### config.mk
export PLATFORM = sky130hd
export DESIGN_NAME = matrix_load_ctrl
export DESIGN_NICKNAME = d
export VERILOG_FILES = /design/src/rtl/matrix_load_ctrl.sv
export SDC_FILE = /design/constraint.sdc
export NUM_CORES = 1
export LEC_CHECK = 0
export CORE_MARGIN = 1.5
export CORE_UTILIZATION = 47
export CTS_BUF_LIST = sky130_fd_sc_hd__clkbuf_8
export CTS_CLUSTER_DIAMETER = 40
export DETAILED_ROUTE_END_ITERATION = 8
export HOLD_SLACK_MARGIN = 0.1
export PLACE_DENSITY_LB_ADDON = 0.2
export SETUP_SLACK_MARGIN = 0.05
export SLEW_MARGIN = 10
export SYNTH_ARGS = -nofsm -noshare
export SYNTH_HDL_FRONTEND = slang
export SYNTH_SLANG_ARGS = --single-unit
### constraint.sdc
create_clock -name clk -period 4.9 [get_ports clk]
set_input_delay 0.98 -clock clk [delete_from_list [all_inputs] [get_ports clk]]
set_output_delay 0.98 -clock clk [all_outputs]
set_load 0.01 [all_outputs]
### src/rtl/matrix_load_ctrl.sv
// Streams a SIZE_A x SIZE_B matrix in row-major order into a matrix store.
// Each accepted element becomes one registered write one cycle later. The matrix is then held until the consumer releases it.
module matrix_load_ctrl #(
  parameter int SIZE_A = 8,
  parameter int SIZE_B = 8,
  parameter int BITS   = 64,
  localparam int RW = (SIZE_A > 1) ? $clog2(SIZE_A) : 1,
  localparam int CW = (SIZE_B > 1) ? $clog2(SIZE_B) : 1,
  localparam int NW = $clog2(SIZE_A*SIZE_B+1)
) (
  input  logic                   clk,
  input  logic                   rst,
  input  logic                   start,
  input  logic                   abort,
  input  logic                   in_valid,
  input  logic signed [BITS-1:0] in_data,
  output logic                   in_ready,
  output logic                   wr_en,
  output logic [RW-1:0]          wr_row,
  output logic [CW-1:0]          wr_col,
  output logic signed [BITS-1:0] wr_data,
  output logic                   busy,
  output logic                   done,
  output logic                   matrix_valid,
  input  logic                   matrix_release,
  output logic [NW-1:0]          count
);

  typedef enum logic [1:0] {IDLE, LOAD, FULL} state_t;

  state_t        state, state_nxt;
  logic [RW-1:0] row;
  logic [CW-1:0] col;
  logic          hs, accept, last, clear;

  assign hs     = in_valid & in_ready;
  // abort has priority over a handshake in the same cycle
  assign accept = hs & ~abort;
  assign last   = (row == RW'(SIZE_A-1)) && (col == CW'(SIZE_B-1));
  assign clear  = ((state == IDLE) && start) ||
                  ((state == LOAD) && abort) ||
                  ((state == FULL) && matrix_release && start);

  always_ff @(posedge clk or posedge rst) begin
    if (rst) state <= IDLE;
    else     state <= state_nxt;
  end

  always_comb begin
    state_nxt = state;
    case (state)
      IDLE: if (start) state_nxt = LOAD;
      LOAD: begin
        if (abort)              state_nxt = IDLE;
        else if (accept && last) state_nxt = FULL;
      end
      FULL: if (matrix_release) state_nxt = start ? LOAD : IDLE;
      default: state_nxt = IDLE;
    endcase
  end

  always_comb begin
    in_ready     = 1'b0;
    busy         = 1'b0;
    matrix_valid = 1'b0;
    case (state)
      LOAD:    begin in_ready = 1'b1; busy = 1'b1; end
      FULL:    matrix_valid = 1'b1;
      default: ;
    endcase
  end

  // Write port and element counters; wr_* hold between accepted elements
  always_ff @(posedge clk or posedge rst) begin
    if (rst) begin
      row     <= '0;
      col     <= '0;
      count   <= '0;
      wr_en   <= 1'b0;
      wr_row  <= '0;
      wr_col  <= '0;
      wr_data <= '0;
      done    <= 1'b0;
    end else begin
      wr_en <= 1'b0;
      done  <= 1'b0;
      if (clear) begin
        row   <= '0;
        col   <= '0;
        count <= '0;
      end else if (accept) begin
        wr_en   <= 1'b1;
        wr_row  <= row;
        wr_col  <= col;
        wr_data <= in_data;
        done    <= last;
        count   <= count + NW'(1);
        if (col == CW'(SIZE_B-1)) begin
          col <= '0;
          row <= last ? '0 : row + RW'(1);
        end else begin
          col <= col + CW'(1);
        end
      end
    end
  end

endmodule

==> results.py <==
metrics = {
    "die": {
        "die_area_um2": 7830,
        "start_util": 0.494,
        "die_h_um": 88.5,
        "num_io_pins": 152,
        "die_w_um": 88.5,
        "row_count": 30,
        "core_um2": 6940,
    },
    "synthesis": {
        "ys_types": 30,
        "synth_fp_nets": 455,
        "postSynthAreaPerCell_um2": 9.03,
        "syn_area_um2": 3430,
        "yosysSeqAreaShare": 0.634,
        "syn_inst": 380,
        "synth_seq_cells": 87,
        "ys.warnings.count": 0,
    },
    "critical_path": {
        "crit_arrival_ns": 1.71,
        "worstPathMaxFanout": 5,
        "cp_cell_sequence": "nor2b_1 > clkdlybuf4s50_1",
        "critPathLaunchType": "flip-flop",
        "endpoint_kind": "primary output",
        "slowest_delay_ns": 0.60,
        "slowest_stage": "clkdlybuf4s50_1",
        "crit_type": "flip-flop to primary output",
        "cp.required_ns": 3.92,
    },
    "clocking": {
        "cts-resized-gates": 0,
        "cts_buffers": 9,
        "tritoncts": "done",
        "clockRootBuffer": "clkbuf_8",
        "post_cts_buffers": 0,
        "ctsHoldBuffers": 0,
        "path_clk_slew_ns": 0.08,
        "ctsHtreeMaxLevel": 3,
        "cts.path.max_buffers": 2,
        "cts_sinks": 87,
        "clk_latency_ns": 0.35,
    },
    "power_and_ir_drop": {
        "p_int_w": 0.00143,
        "peakVddDrop_v": 0.000189,
        "clockPowerShare": 0.231,
        "p_per_area_nw_per_um2": 386,
        "p_total_w": 0.00201,
        "power.switching_w": 0.000574,
        "p_leak_nw": 2.57,
        "sw_frac_of_total": 0.286,
        "seqPwrFrac": 0.468,
        "combPwrFrac": 0.301,
    },
    "sta": {
        "hold_slack_ns": 0.477,
        "tightest_slew_ns": 0.992,
        "slew_viol_final": 0,
        "skew_ns": 0.00681,
        "period_needed_ns": 2.69,
        "relSlewSlack": 0.338,
        "setup_violations": 0,
        "hold_viol_final": 0,
        "fin_crit_sh": 0.549,
        "rsz0062_at_grt": "no",
        "finalSetupTns_ns": 0,
        "fmax_ghz": 0.372,
    },
    "cells_and_area": {
        "multi_input_area_um2": 1170,
        "instances_no_fill": 626,
        "drive_gt1_frac": 0.0377,
        "area.sequential_um2": 2180,
        "final_cell_mix": "nand2_1, clkdlybuf4s50_1, dfrtp_1",
        "layout.nets": 601,
        "synthToLayoutAreaGrowth_pct": 51.4,
        "fillers": 507,
        "mostFrequentLayoutCell": "nand2_1",
        "antennaDiodeCount": 0,
    },
    "detailed_routing": {
        "vias_per_cell": 4.75,
        "wl_mm": 8.24,
        "num_vias": 2975,
        "drt_iter0_markers": 175,
        "drc": 0,
        "ant_nets": 0,
        "firstDrtPassIters": 4,
        "routedWlPerCell_um": 13.2,
    },
    "global_route": {
        "antenna_found_initial": 0,
        "grt_pass1_wl_mm": 13.3,
        "gr-total-overflow": 0,
        "grt_pass1_vias": 3012,
        "grt_max_degree": 82,
        "grt_util_all_layers": 0.222,
    },
    "place": {
        "hpwlAfterDp_mm": 5.61,
        "dp.cells": 611,
        "gp_congestion": 0.724,
        "io_buffers": 151,
    },
    "hold_path": {
        "hold_path.class": "flip-flop to flip-flop",
    },
    "run_status": {
        "status": "finished clean",
    },
    "run": {
        "maxCapViolCount": 0,
    },
}
-- final timing paths --
kind                                    startpoint                      end  slack (ns)  cells after the start
max in group asynchronous                      rst    wr_row[1]$_DFFE_PP0P_        2.82                      3
min in group asynchronous                      rst   wr_data[3]$_DFFE_PP0P_        1.15                      2
max                           state[0]$_DFFE_PP0P_                     busy        2.21                      2
max reg2reg                   state[1]$_DFFE_PP0P_       row[0]$_DFFE_PP0P_        3.08                      5
min reg2reg                wr_data[36]$_DFFE_PP0P_  wr_data[36]$_DFFE_PP0P_        0.48                      2
min                        wr_data[36]$_DFFE_PP0P_  wr_data[36]$_DFFE_PP0P_        0.48                      2
-- power by group through the flow --
| stage | Clock, W | Sequential, W | Combinational (W) |
|---|---|---|---|
| final | 0.000463 | 0.000938 | 0.000604 |
| after global routing | 0.000505 | 0.000958 | 0.000666 |
| after CTS | 0.000473 | 0.000940 | 0.000612 |
| after detailed placement | 0 | 0.000951 | 0.000610 |
| after global placement | 0 | 0.000946 | 0.000593 |
| after floorplan | 0 | 0.00101 | 0.000153 |
-- area by class of cell --
class / instances / share of cell area
clock inverters: 6 / 0.0106
well taps: 96 / 0.0231
clock buffers: 9 / 0.0238
flip-flops and latches: 87 / 0.419
repair buffers: 153 / 0.294
multi-input cells: 271 / 0.226
inverters: 4 / 0.00409
-- state kept, by name (all words and copies together), names as in the netlist --
register / count
col: 3
wr_col: 3
wr_row: 3
done: 1
row: 3
count: 7
state: 2
wr_data: 64
wr_en: 1
-- Yosys cell counts, drive strengths merged --
master / instances / area, um2
inv: 3 / 11.3
nor2: 4 / 15.0
a22o: 2 / 17.5
or3: 2 / 12.5
nor2b: 3 / 18.8
a21oi: 6 / 30.0
clkinv: 1 / 8.76
dfrtp: 87 / 2180
a21o: 1 / 7.51
nand4bb: 1 / 11.3
nor3: 1 / 5.00
nand4: 1 / 6.26
o21ai: 8 / 40.0
buf: 8 / 40.0
nand4b: 1 / 8.76
clkbuf: 10 / 37.5
o31ai: 1 / 7.51
nand3b: 1 / 7.51
nor3b: 1 / 7.51
or2: 1 / 6.26
a31oi: 1 / 6.26
nand3: 4 / 20.0
a22oi: 1 / 7.51
nand2b: 1 / 6.26
and3: 3 / 18.8
nand2: 222 / 836
ha: 5 / 62.6
-- metal layers --
layer | global-route usage | wire length (um)
met1 | 0.264 | 3340
met3 | 0.0756 | 710
met5 | 0 | 0
met2 | 0.366 | 4010
met4 | 0.102 | 178
-- critical path: cells and delay by family (launching register included) --
kind,cells,cell delay [ns]
buf+inv,1,0.60
flops,1,0.43
simple gates,1,0.33
-- kinds of logic (layout without fill, tap and decap cells) --
logic type               Yosys count  count (layout)  share of synthesized area
adder cells (fa/ha/maj)            5               5                     0.0182
flip-flops                        87              87                      0.634
AND/OR/NAND/NOR                  246             246                      0.285
AO/OA/AOI/OAI                     20              20                     0.0339
buffers and inverters             22             172                     0.0284
-- per-stage QoR --
step | util | worst slack, ns | cell area, um2
after global placement | 0.723 | 2.11 | 5020
after global routing | 0.749 | 2.12 | 5200
after CTS | 0.749 | 2.19 | 5200
after detailed placement | 0.723 | 2.05 | 5020
after floorplan | - | 1.67 | 3430
final | 0.749 | 2.21 | 5200
(Power assumes the default switching activity.)
==> RTL edit: new RTL, same settings <==
The 3 states of `state_t` get a one-hot encoding in 3 bits.
--- a/src/rtl/matrix_load_ctrl.sv
+++ b/src/rtl/matrix_load_ctrl.sv
@@ -27,5 +27,5 @@
 );
 
-  typedef enum logic [1:0] {IDLE, LOAD, FULL} state_t;
+  typedef enum logic [2:0] {IDLE = 3'b001, LOAD = 3'b010, FULL = 3'b100} state_t;
 
   state_t        state, state_nxt;
Function: no difference found for any inputs over 4 cycles, from zero or initial values and one cycle with rst high; so few cycles prove little.
==> RTL edit against the unedited design <==
- total power grew 29%
- hold slack lost 0.0010 ns
- largest cell class unchanged
- area after synthesis grew 3.7%
- non-clock buffer count grew 2
- largest power group unchanged
- sequential cell count grew 1
- final area grew 1.7%
- sequential power grew 22%
- die area grew 3.6%
- cell count grew 1.9%
- worst setup slack lost 0.080 ns
- wire length grew 3.8%
==> RTL edit: results (changes against the unedited design) <==
metric,value,unit,change
Placed Area,5120,µm²,+1.9%
first-pass GRT wire length,14900,µm,+11%
FFs & Latches,88,,+1.1%
sequential share of cell area,41.7,%,-0.22 points
Least-Margin Pin Slew,0.848,ns,-0.144 ns
R2R Path End,wr_data[58],,
invs w/o clock,3,,-1
total wire length,8560,µm,+3.8%
reg2reg path depth,6,,+1
initial drt markers,85,,-51%
Layout clock buffers,11,,+2
r2r startpoint,state[2],,
ClkCell Share,3.26,%,-0.18 points
xor and xnor fraction of the mapped netlist area,0.984,%,+0.98 points
Worst VDD drop,0.000273,V,+44%
area of the multi-input gates,1230,µm²,+5.1%
Post-synth top cells,"nand2_1, dfrtp_1, buf_2",,
register area,2200,µm²,+1.2%
Non-CTS buffers,155,,+1.3%
layout cells sized above 1,4.64,%,+0.86 points
post-synth cell types,32,,+6.7%
pre-CTS WS,1.77,ns,-0.279 ns
Post-Syn Nets,462,,+1.5%
status,"complete, no violations",,
Placer Congestion,0.816,,+13%
post-synthesis sequential area ratio,61.9,%,-1.5 points
largest net degree at the start of global routing,83,,+1.2%
worst min-delay path startpoint,wr_data[41],,
hpwl dp,6110,µm,+8.9%
global-route track usage on met2,36.0,%,-0.52 points
Met2 Routed Length,4100,µm,+2.2%
mux share of post-synthesis cell area,0.281,%,+0.28 points
Fill cells,569,,+12%
met3 Track Usage GR,5.75,%,-1.8 points
met1 GRT Util,29.2,%,+2.8 points
DR pass1 iterations,5,,+1
met1 wire length,3670,µm,+9.8%
Well Taps,99,,+3.1%
Area contributors post-synth,"dfrtp_1, nand2_1, ha_1",,
final hold slack,0.476,ns,-0.00101 ns
DR vias,3071,,+3.2%
"slowest stage delay, CP",0.63,ns,+0.03 ns
Final nets,610,,+1.5%
Synth Instances,387,,+1.8%
Static Leak,2.61,nW,+1.6%
Multi-In Gates,278,,+2.6%
==> RTL edit: cell types whose count changed after synthesis, moves of 2 or more <==
cell      delta
a22o_1       -2
buf_2        +6
o21ai_0      -5
and2_1       +2
nand4_1      +3
clkbuf_1    -10
a21oi_1      -2
buf_4        +5
xor2_1       +4
nand2_1      +4
buf_1        -2
==> RTL edit: worst max path at each step <==
stage | slack, ns | start | endpoint
2_1_floorplan | 1.64 | rst | col[0]
3_3_place_gp | 1.83 | abort | wr_data[54]
3_5_place_dp | 1.77 | abort | wr_data[51]
4_1_cts | 2.09 | state[2] | busy
5_1_grt | 1.93 | abort | wr_data[46]
6_report | 2.13 | state[2] | busy
==> RTL edit: worst min-delay path, cell delays in order (launching register included) <==
cell and delay (ns):
dfrtp_1 0.34, nand2_1 0.05, nand2_1 0.06
==> RTL edit: report_power, final <==
group	total (mW)	switching, mW	internal [mW]
sequential	1.14	0.149	0.992
clock	0.438	0.232	0.206
combinational	1.02	0.427	0.589
total	2.59	0.808	1.79
